## src/rtl/ahb_data_master.sv

```systemverilog
// AHB-Lite master for the core data port: A/D two-entry pipeline, single NONSEQ transfers only.
// Load done 3 cycles after grant; stalls on HREADY low; no grant while A is blocked, during error hold, or misaligned with a busy pipe.
module ahb_data_master #(
  parameter bit         CHECK_ALIGN = 1'b1,
  parameter logic [3:0] HPROT_VAL   = 4'b0011
) (
  input  logic        clk_in,
  input  logic        rst_in,
  input  logic        core_req_in,
  input  logic        core_we_in,
  input  logic [1:0]  core_size_in,
  input  logic [31:0] core_addr_in,
  input  logic [31:0] core_wdata_in,
  output logic        core_gnt_out,
  output logic        core_done_out,
  output logic        core_err_out,
  output logic [31:0] core_rdata_out,
  output logic [31:0] haddr_out,
  output logic [1:0]  htrans_out,
  output logic        hwrite_out,
  output logic [2:0]  hsize_out,
  output logic [2:0]  hburst_out,
  output logic [3:0]  hprot_out,
  output logic [31:0] hwdata_out,
  input  logic [31:0] hrdata_in,
  input  logic        hready_in,
  input  logic        hresp_in
);

  localparam logic [1:0] HTRANS_IDLE   = 2'b00;
  localparam logic [1:0] HTRANS_NONSEQ = 2'b10;

  logic        a_valid_q, a_valid_d;
  logic [31:0] a_addr_q, a_addr_d;
  logic        a_we_q, a_we_d;
  logic [1:0]  a_size_q, a_size_d;
  logic [31:0] a_wdata_q, a_wdata_d;
  logic        d_valid_q, d_valid_d;
  logic        d_we_q, d_we_d;
  logic [31:0] hwdata_q, hwdata_d;
  logic        hold_q, hold_d;
  logic        done_q, done_d;
  logic        err_q, err_d;
  logic [31:0] rdata_q, rdata_d;

  logic misalign;
  logic gnt;
  logic load_a;
  logic adv;
  logic d_cpl;

  always_comb begin
    misalign = 1'b0;
    if (CHECK_ALIGN) begin
      misalign = (core_size_in == 2'b01 && core_addr_in[0])
              || (core_size_in == 2'b10 && core_addr_in[1:0] != 2'b00)
              || (core_size_in == 2'b11);
    end
    // A misaligned request is answered locally, so it must wait until nothing older is in flight.
    gnt    = core_req_in && !hold_q && (!a_valid_q || hready_in)
             && (!misalign || (!a_valid_q && !d_valid_q));
    load_a = gnt && !misalign;
    adv    = hready_in && a_valid_q && !hold_q;
    d_cpl  = hready_in && d_valid_q;
  end

  always_comb begin
    a_valid_d = a_valid_q;
    a_addr_d  = a_addr_q;
    a_we_d    = a_we_q;
    a_size_d  = a_size_q;
    a_wdata_d = a_wdata_q;
    d_valid_d = d_valid_q;
    d_we_d    = d_we_q;
    hwdata_d  = hwdata_q;
    hold_d    = hold_q;
    rdata_d   = rdata_q;

    if (load_a) begin
      a_valid_d = 1'b1;
      a_addr_d  = core_addr_in;
      a_we_d    = core_we_in;
      a_size_d  = core_size_in;
      a_wdata_d = core_wdata_in;
    end else if (adv) begin
      a_valid_d = 1'b0;
    end

    if (hready_in) begin
      d_valid_d = adv;
      if (adv) begin
        d_we_d   = a_we_q;
        hwdata_d = a_wdata_q;
      end
    end

    // First ERROR cycle suppresses the queued address phase until the response finishes.
    if (hready_in) begin
      hold_d = 1'b0;
    end else if (d_valid_q && hresp_in) begin
      hold_d = 1'b1;
    end

    done_d = d_cpl || (gnt && misalign);
    err_d  = d_cpl ? hresp_in : (gnt && misalign);
    if (d_cpl && !d_we_q) begin
      rdata_d = hrdata_in;
    end
  end

  always_ff @(posedge clk_in or negedge rst_in) begin
    if (!rst_in) begin
      a_valid_q <= 1'b0;
      a_addr_q  <= '0;
      a_we_q    <= 1'b0;
      a_size_q  <= '0;
      a_wdata_q <= '0;
      d_valid_q <= 1'b0;
      d_we_q    <= 1'b0;
      hwdata_q  <= '0;
      hold_q    <= 1'b0;
      done_q    <= 1'b0;
      err_q     <= 1'b0;
      rdata_q   <= '0;
    end else begin
      a_valid_q <= a_valid_d;
      a_addr_q  <= a_addr_d;
      a_we_q    <= a_we_d;
      a_size_q  <= a_size_d;
      a_wdata_q <= a_wdata_d;
      d_valid_q <= d_valid_d;
      d_we_q    <= d_we_d;
      hwdata_q  <= hwdata_d;
      hold_q    <= hold_d;
      done_q    <= done_d;
      err_q     <= err_d;
      rdata_q   <= rdata_d;
    end
  end

  assign core_gnt_out   = gnt;
  assign core_done_out  = done_q;
  assign core_err_out   = err_q;
  assign core_rdata_out = rdata_q;
  assign haddr_out      = a_addr_q;
  assign htrans_out     = (a_valid_q && !hold_q) ? HTRANS_NONSEQ : HTRANS_IDLE;
  assign hwrite_out     = a_we_q;
  assign hsize_out      = {1'b0, a_size_q};
  assign hburst_out     = 3'b000;
  assign hprot_out      = HPROT_VAL;
  assign hwdata_out     = hwdata_q;

endmodule

```

## config.mk

```make
export PLATFORM = sky130hd
export DESIGN_NAME = ahb_data_master
export DESIGN_NICKNAME = d
export VERILOG_FILES = /design/src/rtl/ahb_data_master.sv
export SDC_FILE = /design/constraint.sdc
export NUM_CORES = 1
export LEC_CHECK = 0
export BUFFER_PORTS_ARGS = -buffer_cell sky130_fd_sc_hd__buf_4
export CAP_MARGIN = 20
export CORE_UTILIZATION = 43
export CTS_CLUSTER_DIAMETER = 200
export CTS_CLUSTER_SIZE = 14
export DETAILED_ROUTE_END_ITERATION = 10
export GPL_ROUTABILITY_DRIVEN = 0
export GPL_TIMING_DRIVEN = 0
export PLACE_DENSITY_LB_ADDON = 0.12
export SLEW_MARGIN = 10
export SYNTH_ARGS = -nofsm -noshare
export SYNTH_HDL_FRONTEND = slang
export SYNTH_SLANG_ARGS = --single-unit
```

## constraint.sdc

```tcl
create_clock -name clk_in -period 1.4 [get_ports clk_in]
set_input_delay 0.28 -clock clk_in [delete_from_list [all_inputs] [get_ports clk_in]]
set_output_delay 0.28 -clock clk_in [all_outputs]
set_load 0.01 [all_outputs]
```

; Word level (Yosys, flattened, before mapping)
; Cells that the tools add are included.
[word_totals]
ff_bits = 137
latch_bits = 0
mem_bits_rw = 0
mem_bits_ro = 0
inputBits = 104
out_inout_bits = 112
mem_count = 0
[classes]
add_sub_neg = 0
mul = 0
div = 0
order_cmp = 0
eq_ne = 3
shifts = 0
n_mux = 6
bitwise = 0
reduce_logical = 28
[op_table]
columns = cell, n
row1 = $logic_and A1 B1 Y1, 14
row2 = $reduce_bool A2 Y1, 3
row3 = $logic_not A1 Y1, 5
row4 = $logic_or A1 B1 Y1, 5
row5 = $mux W1, 5
row6 = $eq A2 B2 Y1 const B, 2
row7 = $eq A2 B1 Y1 const B, 1
row8 = $mux W2, 1
row9 = $reduce_and A2 Y1, 1

; Longest topological paths before layout
; Gate-level depths: netlist of the first run.
[logic_depth]
depth_word = 9
mapped_depth = 5
depth_no_buf = 3

; Worst setup path after synthesis of the first run
; Ideal clock, no wire load.
[synth_path]
path_kind = register to output
startpoint = reg hold_q
endpoint = out core_gnt_out
arrival_ns = 1.185
required_time_ns = 1.120
path_slack_ns = -0.065
stages_incl_launch_ff = 3
path_buffers = 0
cell_sequence = dfrtp_1 > or4b_2 > nand2_1
[synth_via]
elab_chain_cells = 4
[synth_rtl]
columns = element, line_no
row1 = start: declaration, 41  ; logic hold_q, hold_d;
row2 = start signal: assignment, 134  ; hold_q <= hold_d;
row3 = $logic_not A1 Y1, 60  ; gnt = core_req_in && !hold_q && (!a_valid_q || hready_in)
row4 = $logic_and A1 B1 Y1 (2 in series), 60
row5 = $logic_and A1 B1 Y1, 61  ; && (!misalign || (!a_valid_q && !d_valid_q));
row6 = end: declaration, 14  ; output logic core_gnt_out,
; Every way passes these cells.

; Worst setup path in the final report of the first run
[layout_path]
startpoint = reg d_valid_q
endpoint = out core_gnt_out
[layout_via]
elab_chain_cells = 4
[layout_rtl]
columns = element, line_no
row1 = start: declaration, 38  ; logic d_valid_q, d_valid_d;
row2 = start signal: assignment, 131  ; d_valid_q <= d_valid_d;
row3 = $logic_not A1 Y1, 61
row4 = $logic_and A1 B1 Y1, 61
row5 = $logic_or A1 B1 Y1, 61
row6 = $logic_and A1 B1 Y1, 61
; Every way passes these cells.

==> out/qor.csv, run 1 <==
stage;metric;value;unit
critical_path;reg-to-reg slack, setup;-0.24;ns
cells_and_area;post-layout util;71.15;%
synthesis;synthesized flop and latch total;137;
synthesis;Post-synth top flop;dfrtp_1;
routing;Initial DRC Count;124;
synthesis;Synth Instances;313;
critical_path;CP Capture Point;core_gnt_out;
critical_path;critical setup path kind;register to output pin;
timing;worst-margin pin slew;0.5533;ns
grt;initial antenna violation count;0;
clock_tree;htree depth;4;
floorplanning;die width;111.9;um
floorplanning;Core Box Area;0.01161;mm2
synthesis;Synth top area share;66.04;%
floorplanning;Die Ht;111.9;um
timing;Final Hold Vio Count;0;
placement;placed inst area;0.007004;mm2
critical_path;crit end category;output pin;
clock_tree;Clock Latency Late Sink;0.41;ns
routing;routed wire length;11.93;mm
power_and_ir_drop;P_leak;4.173;nW
power_and_ir_drop;Overall Power;18.19;mW
critical_path;Data arrival, critical path;1.53;ns
routing;routed vias/inst;4.819;
synthesis;number of synthesized flops with an enable pin;0;
hold_path;Hold WC Path Type;input pin to register;
synthesis;most frequent cell after synthesis;dfrtp_1;
grt;vias in the first global route;3654;
timing;Final Skew;0.006279;ns
timing;final worst-path cycle share;129.4;%
critical_path;critical path's top delay family;simple AND/OR/NAND/NOR gates;
routing;routed vias;3494;
routing;DRC viols;20;
cells_and_area;design area;0.008263;mm2
critical_path;Setup crit start;d_valid_q$_DFFE_PN0P_;
synthesis;register area share after synthesis;66.04;%
synthesis;commonest cells in the netlist;dfrtp_1, mux2_2, buf_2, buf_4, mux2_1;
timing;Pins Over Slew Limit;0;
clock_tree;Clock Sink Count;137;
timing;Tmin final;1.811;ns
critical_path;worst path required time;1.12;ns
critical_path;delay of the slowest cell on the worst path;0.55;ns
critical_path;critical path depth;3;
routing;routed len/inst;16.46;um
critical_path;Buf/Inv on CP;1;
timing;Achievable Freq;0.5521;GHz
critical_path;worst path cell trace;or4b_4 -> nand2_2 -> buf_6;
critical_path;critical path startpoint category;register;
synthesis;Syn Area/Cell;16.59;um2
floorplanning;Starting Density;44.70;%
synthesis;Cell Area, Synth;0.005191;mm2
grt;largest net degree at the start of global routing;80;
clock_tree;CTS Buffer Depth;2;
run_status;run status;finished, violations left;
timing;setup ws final;-0.4113;ns
critical_path;CP Max Fanout;2;
synthesis;Area contributors post-synth;dfrtp_1, mux2_2, mux2_1;
clock_tree;CTS buffer count;17;
routing;drt first pass iters;7;
timing;Final setup violation count;131;
job;MaxCap Viol Count;0;
clock_tree;CTS clk-pin slew, worst paths;0.05;ns
synthesis;dominant cell type by area after synthesis;dfrtp_1;
critical_path;R2R Path End;a_wdata_q[28]$_DFFE_PN0P_;
synthesis;Warnings, synthesis;0;
cells_and_area;share of layout cells above drive strength 1;71.82;%
grt;GRT overflow;0;
floorplanning;Die Area;0.01252;mm2
clock_tree;CTS Root Cell;clkbuf_16;
critical_path;R2R depth;7;
power_and_ir_drop;peak supply drop;1.110;mV
critical_path;slowest CP cell;or4b_4;
cells_and_area;fill cell count;803;
synthesis;fraction of registers with async set/reset;100.0;%
grt;first-pass GRT wire length;18.28;mm
floorplanning;num rows;39;
placement;dpl hpwl;7.798;mm
cells_and_area;Final nets;675;
power_and_ir_drop;Pwr per Cell Area;2202;mW/mm2
routing;Detail Route Antenna Nets;0;
timing;slew margin rel.;63.11;%
synthesis;Synth cell types;20;
critical_path;Crit Reg-Reg Startpoint;hold_q$_DFFE_PN0P_;
cells_and_area;# diodes;0;
cells_and_area;Area Growth Syn to Fin;59.17;%
run_status;violated checks;design-rule violations, negative setup slack;
timing;RSZ-0062 raised after global routing;true;
placement;port bufs;205;
grt;GRT Total Usage;19.32;%
floorplanning;Top Ports;216;
clock_tree;CTS tree;built;
==> state kept, by name, summed over array words and instances (netlist names) <==
register        count
a_size_q            2
a_valid_q           1
a_wdata_q          32
core_done_out       1
core_err_out        1
core_rdata_out     32
d_valid_q           1
d_we_q              1
haddr_out          32
hold_q              1
hwdata_out         32
hwrite_out          1
==> stage by stage <==
stage | std cells | worst slack, ns | hold slack (ns) | setup TNS [ns]
after global routing | 725 | -0.4614 | 0.08857 | -21.36
after floorplan | 320 | 0.007935 | -0.01559 | 0
after CTS | 720 | -0.4340 | 0.08464 | -15.53
after global placement | 668 | -0.4357 | 0.4702 | -77.48
after detailed placement | 669 | -0.2841 | 0.2841 | -20.20
final | 725 | -0.4113 | 0.1020 | -13.54
==> worst min-delay path by stage <==
stage               cells after the start                             end  slack, ns                      start
floorplan                               0         a_size_q[0]$_DFFE_PN0P_      -0.02                     rst_in
global placement                        1       a_wdata_q[23]$_DFFE_PN0P_       0.47  a_wdata_q[23]$_DFFE_PN0P_
detailed placement                      1       haddr_out[27]$_DFFE_PN0P_       0.28                     rst_in
CTS                                     2  core_rdata_out[31]$_DFFE_PN0P_       0.08              hrdata_in[31]
global route                            2       haddr_out[31]$_DFFE_PN0P_       0.09           core_addr_in[31]
finish                                  2  core_rdata_out[31]$_DFFE_PN0P_       0.10              hrdata_in[31]
==> layout make-up <==
cell class	count	area [um2]	share of cell area, %
repair buffers	237	2018	24.42
inverters	2	7.507	0.09085
well taps	143	178.9	2.165
clock buffers	28	516.7	6.254
flip-flops and latches	137	3428	41.49
clock inverters	2	35.03	0.4240
plain buffers	18	206.4	2.498
multi-input cells	158	1872	22.65
==> power by group <==
| part | leakage, nW | internal, mW | switching, mW |
|---|---|---|---|
| Combinational | 2.28 | 4.64 | 2.57 |
| Clock | 0.271 | 2.66 | 1.46 |
| Sequential | 1.62 | 5.85 | 1.01 |
==> placed cells by master, fill, tap and decap left out, types with 6 or more instances in the layout <==
master     netlist  routed
clkbuf_1         0       6
mux2_2         124      79
buf_6            2      12
buf_8            0       6
dfrtp_1        137     137
mux2_4           0      53
clkbuf_16        0      21
buf_4            9     223
conb_1           2       9
==> timing repair <==
item / 4_1_cts / 5_1_grt
endpoints found under the setup margin: 128 / 136
resized for setup: 68 / 51
hold endpoints to repair: 58 / 0
gates cloned: 3 / 5
buffers inserted: 17 / 9
hold buffers: 1 / 0
pin swaps: 2 / 4
==> cell families after synthesis <==
group / after synthesis / share of synthesized area (%)
other cells: 2 / 0.1447
mux: 132 / 28.63
compound gates: 6 / 0.8917
simple gates: 11 / 1.253
flops: 137 / 66.04
buf+inv: 25 / 3.037
==> per-layer routing <==
layer | track usage (%) | wire [um] | vias to the layer above
li1 | - | - | 1595
met1 | 23.21 | 4769 | 1716
met2 | 30.68 | 5737 | 167
met3 | 8.002 | 1254 | 16
met4 | 8.108 | 170 | 0
met5 | 0 | 0 | -
No activity file was read; power rests on OpenSTA's default activity.
==> run 2: changes to the inputs <==
--- a/config.mk
+++ b/config.mk
@@ -7,7 +7,7 @@
 export LEC_CHECK = 0
 export BUFFER_PORTS_ARGS = -buffer_cell sky130_fd_sc_hd__buf_4
 export CAP_MARGIN = 20
-export CORE_UTILIZATION = 43
+export CORE_UTILIZATION = 51
 export CTS_CLUSTER_DIAMETER = 200
 export CTS_CLUSTER_SIZE = 14
 export DETAILED_ROUTE_END_ITERATION = 10
==> constraint.sdc (replaced) <==
create_clock -name clk_in -period 2.2 [get_ports clk_in]
set_input_delay 0.44 -clock clk_in [delete_from_list [all_inputs] [get_ports clk_in]]
set_output_delay 0.44 -clock clk_in [all_outputs]
set_load 0.01 [all_outputs]
==> run 2 against run 1 <==
The flow now finishes without violations. Setup slack gained 0.50 ns. Flip-flop and latch count unchanged. Sequential power is 37% lower. Register-to-register slack better by 0.73 ns. Clock skew shrank 0.0011 ns. Clock power fell by 34%. Final cell count shrank 3.9%. Routed wire length shrank 8.4%. Count of clock-buffer cells in the layout decreased by 7. Design area down 7.9%. Hold slack improved by 0.039 ns. Largest cell class unchanged.
==> out/qor.csv, run 2 (synthesized netlist as in run 1, its figures left out) <==
stage;metric;value;unit;change
timing;worst-margin pin slew;0.5934;ns;+0.04004 ns
routing;routed vias/inst;4.862;;+0.89%
critical_path;worst path required time;1.76;ns;+0.64 ns
grt;first-pass GRT wire length;16.62;mm;-9.1%
timing;RSZ-0062 raised after global routing;false;;
power_and_ir_drop;Sw Ratio;28.70;%;+0.97 points
cells_and_area;fill cell count;643;;-20%
timing;WHS;0.1411;ns;+0.03903 ns
cells_and_area;Area Growth Syn to Fin;46.57;%;
routing;routed wire length;10.93;mm;-8.4%
placement;dpl cells;659;;-1.5%
job;MaxCap Viol Count;0;;unchanged
power_and_ir_drop;Comb power frac;35.2;%;-4.4 points
clock_tree;Clock Latency Late Sink;0.51;ns;+0.10 ns
floorplanning;Top Ports;216;;unchanged
power_and_ir_drop;Clock Power Share;25.1;%;+2.5 points
power_and_ir_drop;Overall Power;10.89;mW;-40%
power_and_ir_drop;sequential power share;39.7;%;+2.0 points
grt;largest net degree at the start of global routing;74;;-7.5%
cells_and_area;Final nets;655;;-3.0%
clock_tree;CTS tree;built;;
floorplanning;num rows;36;;-7.7%
cells_and_area;most frequent cells in the layout;buf_4, dfrtp_1, mux2_2;;
hold_path;Hold WC Path Type;input pin to register;;
clock_tree;htree depth;4;;unchanged
timing;total negative slack;0;ns;+13.54 ns
power_and_ir_drop;peak supply drop;0.8176;mV;-26%
floorplanning;Starting Density;52.87;%;+8.2 points
cells_and_area;Cell Count, Final, Fillers Out;697;;-3.9%
clock_tree;Clock Sink Count;137;;unchanged
grt;initial antenna violation count;0;;unchanged
run_status;run status;finished, final reports clean;;
timing;Final Skew;0.005221;ns;-0.001058 ns
grt;vias in the first global route;3546;;-3.0%
timing;final worst-path cycle share;96.18;%;
grt;GRT Total Usage;21.67;%;+2.4 points
routing;DRC viols;0;;-100%
timing;Achievable Freq;0.4726;GHz;
critical_path;Data arrival, critical path;1.68;ns;+0.15 ns
grt;GRT overflow;0;;unchanged
floorplanning;Die Area;0.01059;mm2;-15%
timing;Final Hold Vio Count;0;;unchanged
routing;routed len/inst;15.68;um;-4.7%
placement;port bufs;205;;unchanged
clock_tree;CTS clk-pin slew, worst paths;0.06;ns;about the same
power_and_ir_drop;P_leak;3.681;nW;-12%
placement;dpl hpwl;7.893;mm;+1.2%
critical_path;critical path startpoint category;register;;
critical_path;CP Max Fanout;10;;+8
floorplanning;Core Box Area;0.009819;mm2;-15%
routing;drt first pass iters;4;;-3
routing;Detail Route Antenna Nets;0;;unchanged
cells_and_area;most common cell after layout, fill and taps aside;buf_4;;
power_and_ir_drop;Pwr per Cell Area;1432;mW/mm2;-35%
floorplanning;die width;102.9;um;-8.0%
critical_path;crit end category;output pin;;
cells_and_area;share of layout cells above drive strength 1;70.04;%;-1.8 points
clock_tree;CTS Buffer Depth;2;;unchanged
timing;slew margin rel.;60.44;%;-2.7 points
routing;routed vias;3389;;-3.0%
floorplanning;Die Ht;102.9;um;-8.0%
power_and_ir_drop;switching power;3.126;mW;-38%
power_and_ir_drop;P_int;7.767;mW;-41%
timing;Pins Over Slew Limit;0;;unchanged
timing;Tmin final;2.116;ns;
timing;Final setup violation count;0;;-100%
cells_and_area;# diodes;0;;unchanged
clock_tree;CTS Root Cell;clkbuf_8;;
clock_tree;CTS buffer count;17;;unchanged
critical_path;critical setup path kind;register to output pin;;
routing;Initial DRC Count;53;;-57%
==> run 2: power by group through the flow <==
| stage | Combinational, mW | Sequential [mW] | Clock (mW) |
|---|---|---|---|
| final | 3.83 | 4.33 | 2.73 |
| after global routing | 4.14 | 4.47 | 2.91 |
| after CTS | 3.88 | 4.34 | 2.79 |
| after detailed placement | 3.82 | 4.37 | 0 |
| after global placement | 3.71 | 4.28 | 0 |
| after floorplan | 1.44 | 4.70 | 0 |
==> run 2: critical path: stages (launching register included) <==
cell and delay [ns]:
dfrtp_1 0.41, nor2b_2 0.16, o221ai_4 0.13, buf_6 0.14, buf_6 0.14, nand2_1 0.08
buf_4 0.12
==> run 2: worst paths after layout <==
check / startpoint / endpoint / slack [ns] / cells past startpoint
min reg2reg: a_wdata_q[28]$_DFFE_PN0P_ / a_wdata_q[28]$_DFFE_PN0P_ / 0.50 / 1
min in group asynchronous: rst_in / haddr_out[30]$_DFFE_PN0P_ / 0.50 / 2
max: hold_q$_DFFE_PN0P_ / core_gnt_out / 0.08 / 6
max reg2reg: hold_q$_DFFE_PN0P_ / hwdata_out[7]$_DFFE_PN0P_ / 0.49 / 4
max in group asynchronous: rst_in / a_wdata_q[15]$_DFFE_PN0P_ / 0.94 / 3
min: core_wdata_in[28] / a_wdata_q[28]$_DFFE_PN0P_ / 0.14 / 2
==> run 2: through the flow <==
stage | util [%] | cell area [um2] | worst slack (ns)
2_1_floorplan | - | 5218 | 0.5422
3_3_place_gp | 70.50 | 6923 | 0.1571
3_5_place_dp | 70.82 | 6954 | 0.1470
4_1_cts | 77.41 | 7601 | 0.01784
5_1_grt | 77.48 | 7609 | 0.003556
6_report | 77.48 | 7609 | 0.08393
==> run 2: repair_timing <==
item | CTS | global route
hold endpoints to repair | 64 | 0
buffers inserted | 4 | 1
resized for setup | 3 | 0
pin swaps | 2 | 0
setup endpoints to repair | 1 | 1
hold buffers | 1 | 0
==> run 2: final cells by class <==
| cell class | count | area, um2 | area share, % |
|---|---|---|---|
| plain buffers | 23 | 150.1 | 1.973 |
| clock buffers | 21 | 469.2 | 6.167 |
| clock inverters | 11 | 120.1 | 1.579 |
| inverters | 2 | 7.507 | 0.09867 |
| multi-input cells | 158 | 1649 | 21.67 |
| flip-flops and latches | 137 | 3428 | 45.06 |
| well taps | 133 | 166.4 | 2.187 |
| repair buffers | 212 | 1618 | 21.26 |
==> run 2: routing by layer <==
layer / global-route usage [%] / share of wire (%) / up-vias
met5: 0 / 0 / -
met4: 11.48 / 2.6 / 0
met3: 8.678 / 9.3 / 20
met2: 36.62 / 51 / 162
met1: 23.48 / 37 / 1650
li1: - / - / 1557
==> run 3: changes to the inputs <==
--- a/config.mk
+++ b/config.mk
@@ -5,9 +5,10 @@
 export SDC_FILE = /design/constraint.sdc
 export NUM_CORES = 1
 export LEC_CHECK = 0
+export ABC_AREA = 1
 export BUFFER_PORTS_ARGS = -buffer_cell sky130_fd_sc_hd__buf_4
 export CAP_MARGIN = 20
-export CORE_UTILIZATION = 51
+export CORE_UTILIZATION = 52
 export CTS_CLUSTER_DIAMETER = 200
 export CTS_CLUSTER_SIZE = 14
 export DETAILED_ROUTE_END_ITERATION = 10
==> run 3 against run 2 <==
Sequential share of layout area shrank 1.3 points. Via count grew 42%. Flip-flop and latch count is the same. Clock power is essentially flat. Fmax grew 2.4%. Count of clock-buffer cells in the layout grew 1. First-iteration DRC count grew to 4.6 times the previous value. Combinational power shrank 3%. Die area grew 2.8%.
==> out/qor.csv, run 3 <==
stage;metric;value;unit;change
power_and_ir_drop;Pwr per Cell Area;1373;mW/mm2;-4.1%
clock_tree;htree depth;4;;unchanged
routing;DR WL met3;1.014;mm;-0.29%
cells_and_area;area of the multi-input gates;0.001637;mm2;-0.76%
hold_path;hold depth;2;;unchanged
critical_path;R2R depth;8;;+4
critical_path;critical setup path kind;register to output pin;;
timing;slew margin rel.;62.81;%;+2.4 points
synthesis;Syn Area/Cell;8.941;um2;-46%
synthesis;commonest cells in the netlist;nand2_1, dfrtp_1, nand3_1, inv_1, o21ai_1;;
floorplanning;Top Ports;216;;unchanged
floorplanning;die width;104.3;um;+1.4%
power_and_ir_drop;P_leak;4.458;nW;+21%
floorplanning;Die Ht;104.3;um;+1.4%
synthesis;Warnings, synthesis;0;;unchanged
timing;Final Hold Vio Count;0;;unchanged
routing;uppermost layer routed;met4;;
grt;GRT overflow;0;;unchanged
routing;Initial DRC Count;246;;+360%
timing;RSZ-0062 raised after global routing;false;;
synthesis;most frequent cell after synthesis;nand2_1;;
clock_tree;CTS Root Cell;clkbuf_8;;
critical_path;CP Max Fanout;10;;unchanged
timing;final worst-path cycle share;93.91;%;-2.3 points
timing;Pins Over Slew Limit;0;;unchanged
cells_and_area;design area;0.007829;mm2;+2.9%
routing;met1 WL;5.364;mm;+34%
routing;routed wire length;13.60;mm;+24%
timing;Final Skew;0.008137;ns;+0.002917 ns
cells_and_area;Reg area;0.003428;mm2;unchanged
routing;drt first pass iters;4;;unchanged
cells_and_area;most common cell after layout, fill and taps aside;nand2_1;;
timing;total negative slack;0;ns;unchanged
synthesis;Cell Area, Synth;0.005445;mm2;+4.9%
clock_tree;Clock Latency Late Sink;0.52;ns;about the same
clock_tree;CTS Buffer Depth;2;;unchanged
clock_tree;Clock Sink Count;137;;unchanged
synthesis;Synth top area share;62.96;%;-3.1 points
grt;GRT Total Usage;26.58;%;+4.9 points
clock_tree;CTS tree;built;;
floorplanning;Core Box Area;0.009955;mm2;+1.4%
synthesis;synthesized flop and latch total;137;;unchanged
synthesis;fraction of registers with async set/reset;100.0;%;unchanged
routing;routed vias/inst;4.871;;+0.17%
hold_path;Hold WC Path Type;input pin to register;;
timing;Final setup violation count;0;;unchanged
placement;port bufs;206;;+0.49%
power_and_ir_drop;Overall Power;10.75;mW;-1.3%
grt;first-pass GRT wire length;22.51;mm;+35%
cells_and_area;Final nets;948;;+45%
routing;routed len/inst;13.74;um;-12%
synthesis;Synth Instances;609;;+95%
floorplanning;num rows;36;;unchanged
critical_path;crit end category;output pin;;
clock_tree;CTS clk-pin slew, worst paths;0.06;ns;about the same
critical_path;critical path startpoint category;register;;
routing;Detail Route Antenna Nets;0;;unchanged
grt;largest net degree at the start of global routing;78;;+5.4%
run_status;run status;finished, final reports clean;;
synthesis;Post-synth top flop;dfrtp_1;;
floorplanning;Die Area;0.01088;mm2;+2.8%
synthesis;register area share after synthesis;62.96;%;-3.1 points
synthesis;Synth cell types;18;;-10%
synthesis;number of synthesized flops with an enable pin;0;;unchanged
power_and_ir_drop;peak supply drop;0.7496;mV;-8.3%
cells_and_area;share of layout cells above drive strength 1;31.51;%;-39 points
cells_and_area;# diodes;0;;unchanged
routing;routed vias;4822;;+42%
placement;placed inst area;0.007216;mm2;+3.8%
cells_and_area;Area Growth Syn to Fin;43.77;%;
floorplanning;Starting Density;54.70;%;+1.8 points
timing;Tmin final;2.066;ns;-0.04997 ns
synthesis;dominant cell type by area after synthesis;dfrtp_1;;
timing;Achievable Freq;0.4840;GHz;+2.4%
synthesis;Area contributors post-synth;dfrtp_1, nand2_1, nand3_1;;
critical_path;worst path required time;1.76;ns;about the same
job;MaxCap Viol Count;0;;unchanged
routing;DRC viols;0;;unchanged
routing;met2 routed WL;6.955;mm;+24%
cells_and_area;fill cell count;698;;+8.6%
clock_tree;CTS buffer count;17;;unchanged
cells_and_area;most frequent cells in the layout;nand2_1, buf_4, dfrtp_1;;
timing;WHS;0.1237;ns;-0.01741 ns
critical_path;Data arrival, critical path;1.63;ns;-0.05 ns
placement;dpl hpwl;9.651;mm;+22%
grt;initial antenna violation count;0;;unchanged
timing;worst-margin pin slew;0.5578;ns;-0.03552 ns
grt;vias in the first global route;4763;;+34%
run 3: cell count changes in the layout (fill, tap and decap cells not counted), sizes merged, moves of 2 or more:
cell / delta
clkbuf: +15
buf: +3
inv: +38
clkinvlp: -2
nand2: +275
nor2: +2
nand3: +68
nand3b: -2
mux2: -132
o21ai: +33
run 3: layer usage:
| layer | up-vias | global-route usage [%] |
|---|---|---|
| li1 | 2340 | - |
| met4 | 0 | 10.20 |
| met1 | 2276 | 31.58 |
| met2 | 182 | 44.23 |
| met5 | - | 0 |
| met3 | 24 | 9.398 |
run 3: cell families after synthesis:
| family | count (synthesis) | share of synthesized area (%) |
|---|---|---|
| AND/OR/NAND/NOR | 352 | 25.99 |
| buffers and inverters | 83 | 7.698 |
| other | 2 | 0.1379 |
| flip-flops | 137 | 62.96 |
| AO/OA/AOI/OAI | 35 | 3.217 |
run 3: area by class of cell:
cell class / instances / share of cell area, %
Sequential cell: 137 / 43.79
Clock buffer: 22 / 5.913
Clock inverter: 10 / 1.502
Inverter: 40 / 1.918
Multi-Input combinational cell: 396 / 20.90
Buffer: 42 / 3.372
Timing Repair Buffer: 210 / 20.47
Tap cell: 133 / 2.126
run 3: worst paths after layout:
path | slack, ns | to | start
setup / recovery | 0.13 | core_gnt_out | hold_q$_DFFE_PN0P_
hold / removal | 0.12 | hold_q$_DFFE_PN0P_ | hready_in
setup reg to reg | 0.60 | a_wdata_q[12]$_DFFE_PN0P_ | hold_q$_DFFE_PN0P_
hold reg to reg | 0.46 | hwdata_out[14]$_DFFE_PN0P_ | a_wdata_q[14]$_DFFE_PN0P_
max in group asynchronous | 0.98 | core_rdata_out[29]$_DFFE_PN0P_ | rst_in
min in group asynchronous | 0.47 | hwdata_out[23]$_DFFE_PN0P_ | rst_in
run 3: power by group:
group	switching [mW]	internal, mW
registers	0.639	3.64
logic	1.92	1.80
clock network	1.04	1.71
total	3.60	7.15
run 3: through the flow:
| step | worst slack [ns] | util, % | instances |
|---|---|---|---|
| 5_1_grt | 0.01924 | 78.65 | 990 |
| 2_1_floorplan | 0.5638 | - | 616 |
| 3_3_place_gp | 0.1288 | 72.17 | 955 |
| 3_5_place_dp | 0.08105 | 72.49 | 956 |
| 6_report | 0.1339 | 78.65 | 990 |
| 4_1_cts | 0.1064 | 78.65 | 990 |
run 3: worst max-delay path: stages, from the launching register on:
cell,delay [ns]
dfrtp_1,0.38
inv_1,0.07
nand2_1,0.10
nor2_4,0.16
nand2_4,0.07
buf_6,0.15
nand2_1,0.07
buf_4,0.11
run 3: timing repair:
item,in CTS,in global routing
setup endpoints to repair,1,0
hold endpoints to repair,60,0
setup buffers,2,0
gates resized for setup,3,0
hold buffers,1,0
